[src/rtl/if1_fetch_ctrl.sv]
// Instruction fetch producer: one outstanding ICache request at a time,
// latches each two-word response with pre-decode flags, pushes it to the fetch buffer.
module if1_fetch_ctrl #(
  parameter logic [31:0] PC_RESET = 32'h1c000000,
  parameter logic [31:0] INST_NOP = 32'h03400000
) (
  input  logic        clk,
  input  logic        rst,
  input  logic        flush,
  input  logic [31:0] flush_target,
  output logic        icache_req_valid,
  output logic [31:0] icache_req_addr,
  input  logic        icache_req_ready,
  input  logic        icache_resp_valid,
  input  logic [31:0] icache_resp_inst0,
  input  logic [31:0] icache_resp_inst1,
  input  logic [31:0] icache_resp_badv,
  input  logic [31:0] icache_resp_cookie,
  input  logic [6:0]  icache_resp_exception,
  input  logic [1:0]  icache_resp_excp_flag,
  input  logic        fifo_allowin,
  output logic        fifo_readygo,
  output logic [31:0] if1_fifo_inst0,
  output logic [31:0] if1_fifo_inst1,
  output logic [31:0] if1_fifo_pc,
  output logic [31:0] if1_fifo_pc_next,
  output logic [31:0] if1_fifo_icache_badv,
  output logic [31:0] if1_fifo_icache_cookie_out,
  output logic [6:0]  if1_fifo_icache_exception,
  output logic [1:0]  if1_fifo_icache_excp_flag,
  output logic [1:0]  priv_flag,
  output logic [1:0]  branch_flag,
  output logic [2:0]  dbg_state_o
);

  // Handshakes: a request transfers on a cycle with icache_req_valid && icache_req_ready;
  // an entry transfers on a cycle with fifo_readygo (which already includes fifo_allowin).

  typedef enum logic [2:0] {
    S_IDLE = 3'd0,
    S_REQ  = 3'd1,
    S_WAIT = 3'd2,
    S_PUSH = 3'd3,
    S_HALT = 3'd4,
    S_DROP = 3'd5
  } state_e;

  state_e      state_q, state_d;
  logic [31:0] pc_q, pc_d;
  logic        latch_en;

  logic [31:0] inst0_q, inst1_q, fpc_q, fpc_next_q, badv_q, cookie_q;
  logic [6:0]  exc_q;
  logic [1:0]  xflag_q, priv_q, branch_q;

  logic        unaligned;
  logic [31:0] blk_base, slot0, slot1, pc_next_calc;

  function automatic logic is_priv(input logic [15:0] hi);
    return (hi[15:8] == 8'h04) || (hi == 16'h0648);
  endfunction

  function automatic logic is_branch(input logic [5:0] op);
    return (op >= 6'h13) && (op <= 6'h1b);
  endfunction

  always_ff @(posedge clk or posedge rst) begin
    if (rst) begin
      state_q <= S_IDLE;
      pc_q    <= PC_RESET;
    end else begin
      state_q <= state_d;
      pc_q    <= pc_d;
    end
  end

  always_comb begin
    state_d  = state_q;
    pc_d     = pc_q;
    latch_en = 1'b0;
    if (flush) pc_d = flush_target;
    case (state_q)
      S_IDLE: state_d = S_REQ;
      S_REQ: begin
        if (icache_req_ready) state_d = flush ? S_DROP : S_WAIT;
      end
      S_WAIT: begin
        if (flush) begin
          state_d = icache_resp_valid ? S_REQ : S_DROP;
        end else if (icache_resp_valid) begin
          latch_en = 1'b1;
          state_d  = S_PUSH;
        end
      end
      S_PUSH: begin
        if (flush) begin
          state_d = S_REQ;
        end else if (fifo_allowin) begin
          if (xflag_q != 2'b00) begin
            state_d = S_HALT;
          end else begin
            state_d = S_REQ;
            pc_d    = fpc_next_q;
          end
        end
      end
      S_HALT: begin
        if (flush) state_d = S_REQ;
      end
      S_DROP: begin
        // The stale response retires the old request whether or not another flush arrives.
        if (icache_resp_valid) state_d = S_REQ;
      end
      default: state_d = S_IDLE;
    endcase
  end

  always_comb begin
    icache_req_valid = (state_q == S_REQ);
    icache_req_addr  = {pc_q[31:3], 3'b000};
    fifo_readygo     = (state_q == S_PUSH) && fifo_allowin && !flush;
    dbg_state_o      = state_q;
  end

  always_comb begin
    unaligned    = pc_q[2];
    blk_base     = {pc_q[31:3], 3'b000};
    slot0        = unaligned ? icache_resp_inst1 : icache_resp_inst0;
    slot1        = unaligned ? INST_NOP : icache_resp_inst1;
    pc_next_calc = unaligned ? (blk_base + 32'd8) : (pc_q + 32'd8);
  end

  always_ff @(posedge clk or posedge rst) begin
    if (rst) begin
      inst0_q    <= '0;
      inst1_q    <= '0;
      fpc_q      <= '0;
      fpc_next_q <= '0;
      badv_q     <= '0;
      cookie_q   <= '0;
      exc_q      <= '0;
      xflag_q    <= '0;
      priv_q     <= '0;
      branch_q   <= '0;
    end else if (latch_en) begin
      inst0_q    <= slot0;
      inst1_q    <= slot1;
      fpc_q      <= pc_q;
      fpc_next_q <= pc_next_calc;
      badv_q     <= icache_resp_badv;
      cookie_q   <= icache_resp_cookie;
      exc_q      <= icache_resp_exception;
      xflag_q    <= icache_resp_excp_flag;
      priv_q     <= {is_priv(slot1[31:16]), is_priv(slot0[31:16])};
      branch_q   <= {is_branch(slot1[31:26]), is_branch(slot0[31:26])};
    end
  end

  assign if1_fifo_inst0             = inst0_q;
  assign if1_fifo_inst1             = inst1_q;
  assign if1_fifo_pc                = fpc_q;
  assign if1_fifo_pc_next           = fpc_next_q;
  assign if1_fifo_icache_badv       = badv_q;
  assign if1_fifo_icache_cookie_out = cookie_q;
  assign if1_fifo_icache_exception  = exc_q;
  assign if1_fifo_icache_excp_flag  = xflag_q;
  assign priv_flag                  = priv_q;
  assign branch_flag                = branch_q;

endmodule
[config.mk]
export PLATFORM = sky130hd
export DESIGN_NAME = if1_fetch_ctrl
export DESIGN_NICKNAME = d
export VERILOG_FILES = /design/src/rtl/if1_fetch_ctrl.sv
export SDC_FILE = /design/constraint.sdc
export NUM_CORES = 1
export LEC_CHECK = 0
export CAP_MARGIN = 15
export CORE_MARGIN = 2
export CORE_UTILIZATION = 44
export DETAILED_ROUTE_END_ITERATION = 7
export PLACE_DENSITY = 0.83
export SETUP_SLACK_MARGIN = 0.4
export SYNTH_ARGS = -nofsm -noshare
export SYNTH_HDL_FRONTEND = slang
export SYNTH_SLANG_ARGS = --single-unit
[constraint.sdc]
create_clock -name clk -period 10.4 [get_ports clk]
set_input_delay 1.04 -clock clk [delete_from_list [all_inputs] [get_ports clk]]
set_output_delay 1.04 -clock clk [all_outputs]
set_load 0.005 [all_outputs]
Yosys cells after proc, flatten, opt, wreduce, memory -nomap -nowiden
Cells that the tools add are included.

Memories kept: 0. Bits in read-only memories: 0. RAM bits: 0. Input port bits: 175. Bits in latches: 0. Output and inout port bits: 242. Register bits after elaboration: 240. Logic and storage cells: 64.

Divide/modulo/power cells: 0. Shifts and indexed selects: 0. Add/sub/neg operators: 2. Reductions and logical operators: 10. Mux-type cells: 22. Bitwise logic cells: 0. $lt $le $gt $ge: 4. Equal/unequal tests: 14. Multiply operators: 0.

Operators with widths (number): $mux W32 (8); $add A32 B4 Y32 const B (2); $eq A16 B11 Y1 const B (2); $mux W3 (10); $pmux W3 S6 (1); $eq A8 B3 Y1 const B (2); $ge A6 B5 Y1 const B (2); $le A6 B5 Y1 const B (2); $eq A3 B2 Y1 const B (2); $eq A3 B3 Y1 const B (2); $ne A3 B3 Y1 const B (2); $reduce_and A5 Y1 (1); $logic_and A1 B1 Y1 (4); $ne A2 B2 Y1 const B (2); $eq A3 B1 Y1 const B (1); $logic_not A3 Y1 (1); $mux W1 (3); $logic_or A1 B1 Y1 (2); $ne A2 B1 Y1 const B (1); $reduce_bool A2 Y1 (1); $logic_not A1 Y1 (1).

Logic depth before layout (Yosys ltp)
Gate-level depths: netlist (run 1).

Depth in word-level cells: 5. Depth in mapped cells: 10. Gate-level depth less buffers: 5.

Least setup slack after synthesis (run 1)
OpenSTA, ideal clock, no wires.

Path kind: input -> output. Start: input port flush. End: output port fifo_readygo. Stages: 4. Arrival time: 1.745 ns. Data required time: 9.360 ns. Setup slack: 7.615 ns. Buffers on the path: 2. Path through: buf_6 or3b_1 clkbuf_1 nor2_1.

Longest elaborated chain between the ends: 2.

Ends and longest elaborated chain: start: declaration (line 9) `input logic flush,`; $logic_not A1 Y1 (line 121) `fifo_readygo = (state_q == S_PUSH) && fifo_allowin && !flush;`; $logic_and A1 B1 Y1 (line 121); end: declaration (line 22) `output logic fifo_readygo,`.

Every way passes these cells.

Worst setup path after layout (run 1)
Start: input port flush. End: register priv_q[1] (netlist: priv_flag[1]).

Longest elaborated chain between the ends: 2.

Ends and longest elaborated chain: $mux W1 (line 88) `if (flush) begin`; $mux W1 (line 82) `case (state_q)`; end signal: assignment (line 154) `priv_q <= {is_priv(slot1[31:16]), is_priv(slot0[31:16])};`; end: declaration (line 54) `logic [1:0] xflag_q, priv_q, branch_q;`.

Every way passes these cells. A chain may end at the register's enable or synchronous reset.

==> flow_summary.html, run 1 <==
<table>
<tr><th>Metric</th><th>Value</th></tr>
<tr><th colspan="2">Global route</th></tr>
<tr><td>GRT met2 Usage</td><td>43.73%</td></tr>
<tr><td>Fraction of met3 tracks used by global routing</td><td>4.081%</td></tr>
<tr><td>Congestion Overflow GR</td><td>0</td></tr>
<tr><td>Number of global-route vias before repair</td><td>9,624</td></tr>
<tr><td>Number of antenna violations at the first check in global routing</td><td>0</td></tr>
<tr><td>GRT Util Overall</td><td>25.64%</td></tr>
<tr><td>Global-route wire length before repair</td><td>53,430 µm</td></tr>
<tr><td>Largest net degree at the start of global routing</td><td>112</td></tr>
<tr><td>Met1 usage in global routing</td><td>33.13%</td></tr>
<tr><td>Layer with the highest usage after global routing</td><td>met2</td></tr>
<tr><th colspan="2">Yosys</th></tr>
<tr><td>Synth Cell Area</td><td>10,760 µm²</td></tr>
<tr><td>Sequential share of the synthesized area</td><td>55.61%</td></tr>
<tr><td>Main combinational cell family by area after synthesis</td><td>simple AND/OR/NAND/NOR gates</td></tr>
<tr><td>Post-synthesis cell count</td><td>1,172</td></tr>
<tr><td>Top FF cell, synth</td><td>dfrtp_1</td></tr>
<tr><td>Syn_area_per_cell</td><td>9.182 µm²</td></tr>
<tr><td>Adder-Cell Fraction of Synth Area</td><td>0.1163%</td></tr>
<tr><td>Number of enable-type register cells in the synthesized netlist</td><td>0</td></tr>
<tr><td>Asr flop ratio synth</td><td>100.0%</td></tr>
<tr><td>Yosys reg bits</td><td>239</td></tr>
<tr><td>Distinct cell type count of the synthesized netlist</td><td>52</td></tr>
<tr><td>Share of cell area taken by muxes after synthesis</td><td>5.767%</td></tr>
<tr><td>Simple-gate share of the synthesized area</td><td>23.72%</td></tr>
<tr><td>Area fraction in compound gates after synthesis</td><td>7.720%</td></tr>
<tr><td>Number of synthesis warnings</td><td>0</td></tr>
<tr><td>XOR/XNOR share of the synthesized area</td><td>1.139%</td></tr>
<tr><th colspan="2">Floorplanning</th></tr>
<tr><td>Die Wd</td><td>160.4 µm</td></tr>
<tr><td>Total Die Area</td><td>25,730 µm²</td></tr>
<tr><td>Number of core rows</td><td>57</td></tr>
<tr><td>Core Box Area</td><td>24,180 µm²</td></tr>
<tr><td>Number of ports placed on the die boundary</td><td>417</td></tr>
<tr><td>Die H</td><td>160.4 µm</td></tr>
<tr><td>Initial Util</td><td>44.51%</td></tr>
<tr><th colspan="2">Worst setup path</th></tr>
<tr><td>Largest fanout on the critical path</td><td>111</td></tr>
<tr><td>FF-to-FF setup slack</td><td>6.78 ns</td></tr>
<tr><td>Arrival time reported for the critical path endpoint</td><td>4.67 ns</td></tr>
<tr><td>FF-to-FF Start</td><td>dbg_state_o[2]</td></tr>
<tr><td>Crit-path slowest cell</td><td>buf_4</td></tr>
<tr><td>Buffering stage count on the worst path with inverters included</td><td>4</td></tr>
<tr><td>Largest delay contributor family on the critical path</td><td>buffers and inverters</td></tr>
<tr><td>Cell repeated most along the worst path</td><td>buf_4</td></tr>
<tr><td>Required time of the critical path</td><td>10.82 ns</td></tr>
<tr><td>Cell depth of the worst flop-to-flop path</td><td>6</td></tr>
<tr><td>Largest incremental delay on the critical path</td><td>0.89 ns</td></tr>
<tr><td>Endpoint of the worst-slack reg-to-reg timing path</td><td>priv_flag[1]</td></tr>
<tr><td>Critical Setup Path Class</td><td>primary input to register</td></tr>
<tr><td>Ordered cell list for the critical path</td><td>buf_2 -&gt; buf_4 -&gt; or3b_1 -&gt; or2_4 -&gt; buf_4 -&gt; buf_4 -&gt; a2111oi_0 -&gt; a21o_1</td></tr>
<tr><td>Kind of end point of the critical path</td><td>register</td></tr>
<tr><td>Crit path launch type</td><td>primary input</td></tr>
<tr><th colspan="2">Clocking</th></tr>
<tr><td>Number of H-tree branching levels</td><td>1</td></tr>
<tr><td>Clock Latency Late Sink</td><td>0.52 ns</td></tr>
<tr><td>Clock-pin slew on the worst setup and hold paths</td><td>0.06 ns</td></tr>
<tr><td>Number of buffers added for setup after CTS</td><td>0</td></tr>
<tr><td>Buffers from clock root to sink, at most</td><td>3</td></tr>
<tr><td>TritonCTS Buffers</td><td>26</td></tr>
<tr><td>Count of cells resized by post-cts repair</td><td>0</td></tr>
<tr><td>CTS tree</td><td>built</td></tr>
<tr><td>Number of clock sinks</td><td>239</td></tr>
<tr><td>Quantity of hold-fixing buffers added after cts</td><td>0</td></tr>
<tr><td>Clock root buffer master</td><td>clkbuf_16</td></tr>
<tr><th colspan="2">Cells and area</th></tr>
<tr><td>Post-synthesis to final-layout area growth</td><td>46.04%</td></tr>
<tr><td>End-of-flow core utilization</td><td>65.01%</td></tr>
<tr><td>Count of filler cells inserted in the layout</td><td>1,858</td></tr>
<tr><td>Diodes inserted</td><td>0</td></tr>
<tr><td>Total Nets Final</td><td>1,690</td></tr>
<tr><td>Most frequent cells in the layout</td><td>nand2_1 (461), clkdlybuf4s50_1 (411), dfrtp_1 (235)</td></tr>
<tr><td>Most common cell after layout, fill and taps aside</td><td>nand2_1</td></tr>
<tr><td>Fraction of layout instances using a drive strength above 1</td><td>4.240%</td></tr>
<tr><th colspan="2">Drt</th></tr>
<tr><td>DR vias</td><td>9,712</td></tr>
<tr><td>Number of vias per cell</td><td>5.230</td></tr>
<tr><td>Residual DRC count</td><td>0</td></tr>
<tr><td>Detailed-route wire length</td><td>33,610 µm</td></tr>
<tr><td>Antenna Violating Nets Remaining</td><td>0</td></tr>
<tr><td>Wire length per cell</td><td>18.10 µm</td></tr>
<tr><td>Number of design-rule violations left by the first detailed-router iteration</td><td>833</td></tr>
<tr><td>First-pass iteration count of the detailed router</td><td>5</td></tr>
<tr><th colspan="2">STA</th></tr>
<tr><td>Final setup violation count</td><td>0</td></tr>
<tr><td>Number of max-slew violations in the final report</td><td>0</td></tr>
<tr><td>Pin slew with the least headroom to its limit</td><td>1.120 ns</td></tr>
<tr><td>Share of the clock period used by the worst path after layout</td><td>40.86%</td></tr>
<tr><td>Time the final worst path needs with I/O delays and setup</td><td>4.249 ns</td></tr>
<tr><td>Setup skew after layout</td><td>0.01275 ns</td></tr>
<tr><td>Slack of the critical path</td><td>6.151 ns</td></tr>
<tr><td>Final hold slack</td><td>0.4650 ns</td></tr>
<tr><td>Upper clock frequency limit</td><td>0.2354 GHz</td></tr>
<tr><td>RSZ-0062 raised after global routing</td><td>no</td></tr>
<tr><td>Final number of hold-violating endpoints</td><td>0</td></tr>
<tr><td>Total Negative Setup Slacks</td><td>0 ns</td></tr>
<tr><td>Normalized max-slew margin</td><td>25.36%</td></tr>
<tr><th colspan="2">Hold path</th></tr>
<tr><td>Instance count along the most critical hold path</td><td>2</td></tr>
<tr><td>Startpoint of the most critical hold path</td><td>if1_fifo_inst1[7]</td></tr>
<tr><td>Min-Delay Path Class</td><td>register to register</td></tr>
<tr><td>Terminating pin of the worst hold path</td><td>if1_fifo_inst1[7]</td></tr>
<tr><th colspan="2">Placed design</th></tr>
<tr><td>Setup slack after placement</td><td>5.577 ns</td></tr>
<tr><td>Gpl congestion</td><td>0.8562</td></tr>
<tr><td>Detailed placer's ending HPWL</td><td>23,460 µm</td></tr>
<tr><td>Count of buffers inserted at the top-level ports</td><td>412</td></tr>
<tr><th colspan="2">Power and ir drop</th></tr>
<tr><td>Power per unit of standard cell area</td><td>237.3 nW/µm²</td></tr>
<tr><td>Lkg Pwr</td><td>7.113 nW</td></tr>
<tr><td>Worst supply voltage drop on vdd</td><td>0.1477 mV</td></tr>
<tr><td>Total chip power</td><td>3.729 mW</td></tr>
<tr><th colspan="2">Job</th></tr>
<tr><td>Max cap viols</td><td>0</td></tr>
<tr><th colspan="2">Status</th></tr>
<tr><td>Outcome</td><td>finished, final reports clean</td></tr>
</table>
[kinds of logic after synthesis]
logic type / after synthesis
AO/OA/AOI/OAI: 145
XOR/XNOR: 14
adder cells (fa/ha/maj): 1
buffers and inverters: 115
flip-flops: 239
multiplexers: 62
other: 1
AND/OR/NAND/NOR: 595
[area by class of cell]
cell class | instances | area (µm²) | share of cell area [%]
Clock inverter | 12 | 167.7 | 1.067
Clock buffer | 35 | 775.7 | 4.936
Inverter | 6 | 30.03 | 0.1911
Timing Repair Buffer | 420 | 4179 | 26.59
Sequential cell | 239 | 5986 | 38.09
Multi-Input combinational cell | 821 | 4173 | 26.55
Tap cell | 324 | 405.4 | 2.579
[sequential cells by signal, indices dropped and copies added, names as in the netlist]
name and cells:
priv_flag 2, if1_fifo_pc 32, if1_fifo_icache_cookie_out 32, pc_q 32, if1_fifo_pc_next 31, if1_fifo_inst1 32
if1_fifo_inst0 32, branch_flag 2, if1_fifo_icache_exception 7, dbg_state_o 3, if1_fifo_icache_badv 32, if1_fifo_icache_excp_flag 2
[where the power goes]
part | internal [mW] | switching, mW | leakage, nW
Sequential | 1.26 | 0.246 | 3.20
Clock | 0.620 | 0.379 | 0.461
Combinational | 0.761 | 0.468 | 3.45
Total | 2.64 | 1.09 | 7.11
[metal layers]
layer	routed length [µm]	vias to the layer above
met5	0	-
met4	1239	0
met3	2042	77
met2	16940	366
met1	13390	4748
li1	-	4521
[per-stage QoR]
step | area (µm²) | instances
6_report | 15720 | 1857
5_1_grt | 15720 | 1857
4_1_cts | 15720 | 1857
3_3_place_gp | 14770 | 1810
2_1_floorplan | 10770 | 1175
3_5_place_dp | 14770 | 1810
[worst min-delay path: stages (launching register included)]
cell	delay, ns
dfrtp_1	0.34
nand2_1	0.05
nand2_1	0.05
[worst max-delay path by stage]
stage | cells after the start | to | from
6_report | 8 | priv_flag[1] | flush
3_3_place_gp | 8 | priv_flag[1] | flush
2_1_floorplan | 1 | branch_flag[0] | rst
4_1_cts | 8 | priv_flag[1] | flush
3_5_place_dp | 8 | priv_flag[1] | flush
5_1_grt | 7 | if1_fifo_inst0[26] | flush
[synth_stat cells, types with 3 or more instances]
cell type | n | area, µm²
and4_1 | 4 | 35.03
nand2b_1 | 17 | 106.4
o21ai_0 | 98 | 490.5
nor4_1 | 5 | 31.28
nand2_1 | 461 | 1730
or4_1 | 13 | 97.59
and3_1 | 5 | 31.28
clkbuf_1 | 38 | 142.6
nor3_1 | 10 | 50.05
buf_2 | 33 | 165.2
nor2_1 | 22 | 82.58
nand3b_1 | 20 | 150.1
a31oi_1 | 12 | 75.07
xnor2_1 | 7 | 61.31
nand3_1 | 15 | 75.07
a21oi_1 | 6 | 30.03
mux2i_1 | 62 | 620.6
nand4_1 | 8 | 50.05
nor2b_1 | 4 | 25.02
dfstp_2 | 3 | 78.83
inv_1 | 6 | 22.52
xor2_1 | 7 | 61.31
buf_4 | 33 | 247.7
dfrtp_1 | 236 | 5906
o31ai_1 | 11 | 82.58
buf_6 | 5 | 56.30
(Power assumes the default switching activity.)
==> run 2: changes to the inputs <==
==> constraint.sdc (replaced) <==
create_clock -name clk -period 4.35 [get_ports clk]
set_input_delay 0.435 -clock clk [delete_from_list [all_inputs] [get_ports clk]]
set_output_delay 0.435 -clock clk [all_outputs]
set_load 0.005 [all_outputs]
==> flow_summary.html, run 2 (synthesis gave the netlist of run 1 again) <==
<table>
<tr><th>Metric</th><th>Value</th></tr>
<tr><th colspan="2">STA</th></tr>
<tr><td>Final number of hold-violating endpoints</td><td>0</td></tr>
<tr><td>Slack of the critical path</td><td>1.668 ns</td></tr>
<tr><td>Normalized max-slew margin</td><td>36.07%</td></tr>
<tr><td>Number of max-slew violations in the final report</td><td>0</td></tr>
<tr><td>Share of the clock period used by the worst path after layout</td><td>61.66%</td></tr>
<tr><td>Final setup violation count</td><td>0</td></tr>
<tr><td>RSZ-0062 raised after global routing</td><td>no</td></tr>
<tr><td>Time the final worst path needs with I/O delays and setup</td><td>2.682 ns</td></tr>
<tr><td>Pin slew with the least headroom to its limit</td><td>0.9518 ns</td></tr>
<tr><td>Total Negative Setup Slacks</td><td>0 ns</td></tr>
<tr><td>Setup skew after layout</td><td>0.01486 ns</td></tr>
<tr><td>Upper clock frequency limit</td><td>0.3728 GHz</td></tr>
<tr><th colspan="2">Clocking</th></tr>
<tr><td>Quantity of hold-fixing buffers added after cts</td><td>0</td></tr>
<tr><td>Clock-pin slew on the worst setup and hold paths</td><td>0.06 ns</td></tr>
<tr><td>Number of H-tree branching levels</td><td>1</td></tr>
<tr><td>Clock Latency Late Sink</td><td>0.53 ns</td></tr>
<tr><td>Count of cells resized by post-cts repair</td><td>0</td></tr>
<tr><td>Number of clock sinks</td><td>239</td></tr>
<tr><td>Clock root buffer master</td><td>clkbuf_16</td></tr>
<tr><td>TritonCTS Buffers</td><td>27</td></tr>
<tr><td>Buffers from clock root to sink, at most</td><td>3</td></tr>
<tr><td>CTS tree</td><td>built</td></tr>
<tr><td>Number of buffers added for setup after CTS</td><td>0</td></tr>
<tr><th colspan="2">Placed design</th></tr>
<tr><td>Detailed placer's ending HPWL</td><td>23,490 µm</td></tr>
<tr><td>Setup slack after placement</td><td>1.618 ns</td></tr>
<tr><td>Count of placed standard cells including taps</td><td>1,813</td></tr>
<tr><td>Count of buffers inserted at the top-level ports</td><td>412</td></tr>
<tr><td>Gpl congestion</td><td>0.8639</td></tr>
<tr><th colspan="2">Worst setup path</th></tr>
<tr><td>Ordered cell list for the critical path</td><td>or3b_1 -&gt; nor2_1 -&gt; clkdlybuf4s50_1</td></tr>
<tr><td>Required time of the critical path</td><td>3.91 ns</td></tr>
<tr><td>FF-to-FF Start</td><td>dbg_state_o[2]</td></tr>
<tr><td>Largest fanout on the critical path</td><td>11</td></tr>
<tr><td>Largest incremental delay on the critical path</td><td>0.54 ns</td></tr>
<tr><td>Largest delay contributor family on the critical path</td><td>simple AND/OR/NAND/NOR gates</td></tr>
<tr><td>Kind of end point of the critical path</td><td>output port</td></tr>
<tr><td>FF-to-FF setup slack</td><td>1.83 ns</td></tr>
<tr><td>Critical Setup Path Class</td><td>register to output port</td></tr>
<tr><td>Arrival time reported for the critical path endpoint</td><td>2.25 ns</td></tr>
<tr><td>Buffering stage count on the worst path with inverters included</td><td>1</td></tr>
<tr><td>Endpoint of the worst-slack reg-to-reg timing path</td><td>if1_fifo_inst0[7]</td></tr>
<tr><td>Crit path launch type</td><td>register</td></tr>
<tr><td>Cell depth of the worst flop-to-flop path</td><td>4</td></tr>
<tr><td>Crit-path slowest cell</td><td>clkdlybuf4s50_1</td></tr>
<tr><th colspan="2">Floorplanning</th></tr>
<tr><td>Die Wd</td><td>160.4 µm</td></tr>
<tr><td>Total Die Area</td><td>25,730 µm²</td></tr>
<tr><td>Die H</td><td>160.4 µm</td></tr>
<tr><td>Core Box Area</td><td>24,180 µm²</td></tr>
<tr><td>Number of core rows</td><td>57</td></tr>
<tr><td>Number of ports placed on the die boundary</td><td>417</td></tr>
<tr><td>Initial Util</td><td>44.51%</td></tr>
<tr><th colspan="2">Global route</th></tr>
<tr><td>Congestion Overflow GR</td><td>0</td></tr>
<tr><td>Layer with the highest usage after global routing</td><td>met2</td></tr>
<tr><td>Number of antenna violations at the first check in global routing</td><td>3</td></tr>
<tr><td>Number of global-route vias before repair</td><td>9,766</td></tr>
<tr><td>GRT met2 Usage</td><td>41.87%</td></tr>
<tr><td>Global-route wire length before repair</td><td>53,490 µm</td></tr>
<tr><td>Fraction of met3 tracks used by global routing</td><td>5.527%</td></tr>
<tr><td>GRT Util Overall</td><td>25.74%</td></tr>
<tr><td>Largest net degree at the start of global routing</td><td>151</td></tr>
<tr><td>Met1 usage in global routing</td><td>33.61%</td></tr>
<tr><th colspan="2">Drt</th></tr>
<tr><td>DR vias</td><td>9,757</td></tr>
<tr><td>First-pass iteration count of the detailed router</td><td>5</td></tr>
<tr><td>Antenna Violating Nets Remaining</td><td>0</td></tr>
<tr><td>Number of design-rule violations left by the first detailed-router iteration</td><td>702</td></tr>
<tr><td>Detailed-route wire length</td><td>33,690 µm</td></tr>
<tr><td>Wire length per cell</td><td>18.07 µm</td></tr>
<tr><td>Number of vias per cell</td><td>5.234</td></tr>
<tr><td>Residual DRC count</td><td>0</td></tr>
<tr><th colspan="2">Hold path</th></tr>
<tr><td>Startpoint of the most critical hold path</td><td>flush_target[28]</td></tr>
<tr><td>Instance count along the most critical hold path</td><td>3</td></tr>
<tr><td>Min-Delay Path Class</td><td>primary input to register</td></tr>
<tr><td>Terminating pin of the worst hold path</td><td>pc_q[28]</td></tr>
<tr><th colspan="2">Job</th></tr>
<tr><td>Max cap viols</td><td>0</td></tr>
<tr><th colspan="2">Cells and area</th></tr>
<tr><td>Non-filler cells, final</td><td>1,864</td></tr>
<tr><td>Most common cell after layout, fill and taps aside</td><td>nand2_1</td></tr>
<tr><td>Count of filler cells inserted in the layout</td><td>1,870</td></tr>
<tr><td>Most frequent cells in the layout</td><td>nand2_1 (461), clkdlybuf4s50_1 (411), dfrtp_1 (235)</td></tr>
<tr><td>Total Nets Final</td><td>1,694</td></tr>
<tr><td>End-of-flow core utilization</td><td>65.53%</td></tr>
<tr><td>Fraction of layout instances using a drive strength above 1</td><td>4.353%</td></tr>
<tr><td>Post-synthesis to final-layout area growth</td><td>47.22%</td></tr>
<tr><th colspan="2">Status</th></tr>
<tr><td>Outcome</td><td>finished, final reports clean</td></tr>
<tr><th colspan="2">Power and ir drop</th></tr>
<tr><td>Total chip power</td><td>9.075 mW</td></tr>
<tr><td>Power per unit of standard cell area</td><td>572.8 nW/µm²</td></tr>
<tr><td>Lkg Pwr</td><td>7.158 nW</td></tr>
<tr><td>Worst supply voltage drop on vdd</td><td>0.3598 mV</td></tr>
</table>
==> run 2: cell types whose count changed in the layout (fill, tap and decap cells not counted), moves of 2 or more <==
cell | before | now
buf_12 | 0 | 4
clkbuf_1 | 1 | 5
clkinv_2 | 5 | 2
bufinv_16 | 4 | 6
==> run 2: power by group <==
group          switching, mW  internal [mW]
logic                   1.11           1.83
clock network          0.930           1.60
registers              0.609           3.00
total                   2.65           6.43
==> run 2: metrics by stage <==
step / cell area, µm² / hold WS [ns]
after floorplan: 10780 / 0.4605
after global placement: 14840 / 0.4490
after detailed placement: 14840 / 0.4548
after CTS: 15840 / 0.4043
after global routing: 15840 / 0.4230
final: 15840 / 0.4246
==> run 2: metal layers <==
metal	part of all wire, %	up-vias	routed length [µm]
li1	-	4529	-
met1	41	4685	13720
met3	7.2	98	2440
met2	48	441	16030
met5	0.065	-	22
met4	4.4	4	1474
==> run 2: area by class of cell <==
| cell class | count | area [µm²] | area share, % |
|---|---|---|---|
| flip-flops and latches | 239 | 5986 | 37.78 |
| repair buffers | 423 | 4252 | 26.84 |
| multi-input cells | 821 | 4173 | 26.34 |
| clock buffers | 38 | 777.0 | 4.904 |
| well taps | 324 | 405.4 | 2.559 |
| clock inverters | 12 | 221.5 | 1.398 |
| inverters | 6 | 26.28 | 0.1659 |
| diodes | 1 | 2.502 | 0.01580 |
==> run 2: how the worst max path moves through the flow <==
stage	from	endpoint	depth (start not counted)	slack (ns)
after floorplan	rst	branch_flag[0]	1	0.78
after global placement	icache_resp_valid	if1_fifo_inst0[10]	5	1.70
after detailed placement	icache_resp_valid	if1_fifo_inst0[7]	5	1.62
after CTS	dbg_state_o[2]	fifo_readygo	3	1.65
after global routing	dbg_state_o[2]	fifo_readygo	3	1.57
final	dbg_state_o[2]	fifo_readygo	3	1.67
==> run 2: worst min-delay path: stages <==
cell and delay (ns):
clkdlybuf4s50_1 0.39, nand2_1 0.06, o21ai_0 0.07
==> run 3: changes to the inputs <==
--- a/config.mk
+++ b/config.mk
@@ -7,9 +7,9 @@
 export LEC_CHECK = 0
 export CAP_MARGIN = 15
 export CORE_MARGIN = 2
-export CORE_UTILIZATION = 44
+export CORE_UTILIZATION = 40
 export DETAILED_ROUTE_END_ITERATION = 7
-export PLACE_DENSITY = 0.83
+export PLACE_DENSITY = 0.8
 export SETUP_SLACK_MARGIN = 0.4
 export SYNTH_ARGS = -nofsm -noshare
 export SYNTH_HDL_FRONTEND = slang
==> constraint.sdc (replaced) <==
create_clock -name clk -period 2.25 [get_ports clk]
set_input_delay 0.225 -clock clk [delete_from_list [all_inputs] [get_ports clk]]
set_output_delay 0.225 -clock clk [all_outputs]
set_load 0.005 [all_outputs]
==> flow_summary.html, run 3 (synthesis gave the netlist of run 1 again) <==
<table>
<tr><th>Metric</th><th>Value</th></tr>
<tr><th colspan="2">Status</th></tr>
<tr><td>Outcome</td><td>finished, final reports clean</td></tr>
<tr><th colspan="2">Worst setup path</th></tr>
<tr><td>Crit path launch type</td><td>register</td></tr>
<tr><td>Cell depth of the worst flop-to-flop path</td><td>7</td></tr>
<tr><td>FF-to-FF setup slack</td><td>0.34 ns</td></tr>
<tr><td>Largest delay contributor family on the critical path</td><td>buffers and inverters</td></tr>
<tr><td>Cell repeated most along the worst path</td><td>buf_6</td></tr>
<tr><td>Ordered cell list for the critical path</td><td>buf_6 -&gt; or2b_1 -&gt; nor4_4 -&gt; buf_4 -&gt; buf_6 -&gt; mux2i_1 -&gt; o21ai_0</td></tr>
<tr><td>Worst Setup SP</td><td>dbg_state_o[2]</td></tr>
<tr><td>Largest incremental delay on the critical path</td><td>0.39 ns</td></tr>
<tr><td>Crit-path slowest cell</td><td>dfrtp_1</td></tr>
<tr><td>FF-to-FF Start</td><td>dbg_state_o[2]</td></tr>
<tr><td>Worst path depth</td><td>7</td></tr>
<tr><td>Largest fanout on the critical path</td><td>8</td></tr>
<tr><td>End of the critical path</td><td>pc_q[9]</td></tr>
<tr><td>Kind of end point of the critical path</td><td>register</td></tr>
<tr><td>Arrival time reported for the critical path endpoint</td><td>2.27 ns</td></tr>
<tr><td>Endpoint of the worst-slack reg-to-reg timing path</td><td>pc_q[9]</td></tr>
<tr><td>Critical Setup Path Class</td><td>register to register</td></tr>
<tr><td>Required time of the critical path</td><td>2.61 ns</td></tr>
<tr><td>Buffering stage count on the worst path with inverters included</td><td>3</td></tr>
<tr><th colspan="2">Clocking</th></tr>
<tr><td>Quantity of hold-fixing buffers added after cts</td><td>0</td></tr>
<tr><td>CTS tree</td><td>built</td></tr>
<tr><td>Clock root buffer master</td><td>clkbuf_16</td></tr>
<tr><td>TritonCTS Buffers</td><td>27</td></tr>
<tr><td>Number of clock sinks</td><td>239</td></tr>
<tr><td>Clock Latency Late Sink</td><td>0.53 ns</td></tr>
<tr><td>Number of H-tree branching levels</td><td>1</td></tr>
<tr><td>Buffers from clock root to sink, at most</td><td>3</td></tr>
<tr><td>Clock-pin slew on the worst setup and hold paths</td><td>0.06 ns</td></tr>
<tr><th colspan="2">Cells and area</th></tr>
<tr><td>Most frequent cells in the layout</td><td>nand2_1 (460), clkdlybuf4s50_1 (406), dfrtp_1 (229)</td></tr>
<tr><td>Total Nets Final</td><td>1,769</td></tr>
<tr><td>Post-synthesis to final-layout area growth</td><td>54.87%</td></tr>
<tr><td>Most common cell after layout, fill and taps aside</td><td>nand2_1</td></tr>
<tr><td>Fraction of layout instances using a drive strength above 1</td><td>9.988%</td></tr>
<tr><th colspan="2">Floorplanning</th></tr>
<tr><td>Die H</td><td>168.0 µm</td></tr>
<tr><td>Die Wd</td><td>168.0 µm</td></tr>
<tr><td>Number of ports placed on the die boundary</td><td>417</td></tr>
<tr><td>Total Die Area</td><td>28,230 µm²</td></tr>
<tr><td>Initial Util</td><td>40.38%</td></tr>
<tr><td>Core Box Area</td><td>26,650 µm²</td></tr>
<tr><td>Number of core rows</td><td>60</td></tr>
<tr><th colspan="2">Drt</th></tr>
<tr><td>Residual DRC count</td><td>0</td></tr>
<tr><td>Detailed-route wire length</td><td>36,480 µm</td></tr>
<tr><td>First-pass iteration count of the detailed router</td><td>5</td></tr>
<tr><td>Met1 WL</td><td>14,250 µm</td></tr>
<tr><td>Amount of wire on met2 after detailed routing</td><td>17,590 µm</td></tr>
<tr><td>Number of design-rule violations left by the first detailed-router iteration</td><td>716</td></tr>
<tr><td>Top layer reached by signal wires</td><td>met4</td></tr>
<tr><td>DR vias</td><td>10,104</td></tr>
<tr><td>Antenna Violating Nets Remaining</td><td>0</td></tr>
<tr><td>Met3 Wirelength</td><td>3285 µm</td></tr>
<tr><td>Wire length per cell</td><td>18.66 µm</td></tr>
<tr><td>Number of vias per cell</td><td>5.168</td></tr>
<tr><th colspan="2">STA</th></tr>
<tr><td>Time the final worst path needs with I/O delays and setup</td><td>1.910 ns</td></tr>
<tr><td>Pin slew with the least headroom to its limit</td><td>0.7269 ns</td></tr>
<tr><td>Number of max-slew violations in the final report</td><td>0</td></tr>
<tr><td>Share of the clock period used by the worst path after layout</td><td>84.88%</td></tr>
<tr><td>Final number of hold-violating endpoints</td><td>0</td></tr>
<tr><td>Upper clock frequency limit</td><td>0.5236 GHz</td></tr>
<tr><td>Setup skew after layout</td><td>0.01067 ns</td></tr>
<tr><td>Total Negative Setup Slacks</td><td>0 ns</td></tr>
<tr><td>Final setup violation count</td><td>0</td></tr>
<tr><td>Normalized max-slew margin</td><td>51.54%</td></tr>
<tr><td>RSZ-0062 raised after global routing</td><td>yes</td></tr>
<tr><th colspan="2">Global route</th></tr>
<tr><td>Number of global-route vias before repair</td><td>9,891</td></tr>
<tr><td>Congestion Overflow GR</td><td>0</td></tr>
<tr><td>Number of antenna violations at the first check in global routing</td><td>2</td></tr>
<tr><td>Global-route wire length before repair</td><td>54,060 µm</td></tr>
<tr><td>Largest net degree at the start of global routing</td><td>77</td></tr>
<tr><td>GRT Util Overall</td><td>23.88%</td></tr>
<tr><th colspan="2">Power and ir drop</th></tr>
<tr><td>Total chip power</td><td>17.58 mW</td></tr>
<tr><td>Power per unit of standard cell area</td><td>1055 nW/µm²</td></tr>
<tr><td>Worst supply voltage drop on vdd</td><td>0.6260 mV</td></tr>
<tr><td>Lkg Pwr</td><td>7.579 nW</td></tr>
<tr><th colspan="2">Placed design</th></tr>
<tr><td>Gpl congestion</td><td>0.8485</td></tr>
<tr><td>Count of buffers inserted at the top-level ports</td><td>412</td></tr>
<tr><td>Detailed placer's ending HPWL</td><td>25,150 µm</td></tr>
<tr><th colspan="2">Hold path</th></tr>
<tr><td>Min-Delay Path Class</td><td>primary input to asynchronous set/reset pin</td></tr>
<tr><th colspan="2">Job</th></tr>
<tr><td>Max cap viols</td><td>0</td></tr>
</table>
run 3: area by class of cell:
| type | instances | area, µm² |
|---|---|---|
| fillers | 2127 | 9985 |
| flip-flops and latches | 239 | 5996 |
| repair buffers | 496 | 5014 |
| multi-input cells | 823 | 4273 |
| clock buffers | 32 | 704.4 |
| well taps | 341 | 426.7 |
| clock inverters | 16 | 221.5 |
| inverters | 6 | 26.28 |
| diodes | 2 | 5.005 |
run 3: metrics by stage:
stage	worst slack [ns]	utilization [%]	std cells	instance area [µm²]	hold WS (ns)
after floorplan	-1.106	-	1175	11010	0.3056
after global placement	0.2311	57.63	1873	15360	0.4520
after detailed placement	0.1783	57.63	1873	15360	0.4572
after CTS	0.3071	61.40	1927	16360	0.01248
after global routing	0.2613	62.54	1955	16670	0.04151
final	0.3402	62.54	1955	16670	0.02021
run 3: how the worst min path moves through the flow:
stage / start / endpoint / depth (start not counted)
floorplan: icache_resp_inst1[31] / branch_flag[1] / 1
global placement: if1_fifo_inst1[8] / if1_fifo_inst1[8] / 2
detailed placement: if1_fifo_icache_badv[8] / if1_fifo_icache_badv[8] / 2
CTS: rst / pc_q[13] / 2
global route: rst / pc_q[13] / 2
finish: rst / if1_fifo_pc_next[13] / 2
run 3: repair_timing:
| item | 4_1_cts | 5_1_grt |
|---|---|---|
| pin swaps | 4 | 7 |
| hold endpoints to repair | 0 | 0 |
| gates cloned | 0 | 6 |
| resized for setup | 18 | 20 |
| setup buffers | 6 | 20 |
| endpoints found under the setup margin | 204 | 99 |
run 3: report_power, final:
part / total, mW / leakage (nW) / switching, mW / internal [mW]
Sequential: 6.89 / 3.19 / 1.08 / 5.81
Clock: 4.60 / 0.452 / 1.79 / 2.81
Combinational: 6.09 / 3.93 / 2.33 / 3.76
Total: 17.6 / 7.58 / 5.19 / 12.4
run 3: layer usage:
metal	global-route usage, %	vias to the layer above
met3	5.477	96
met2	39.87	508
met4	8.582	0
met1	30.59	4797
li1	-	4703
met5	0	-
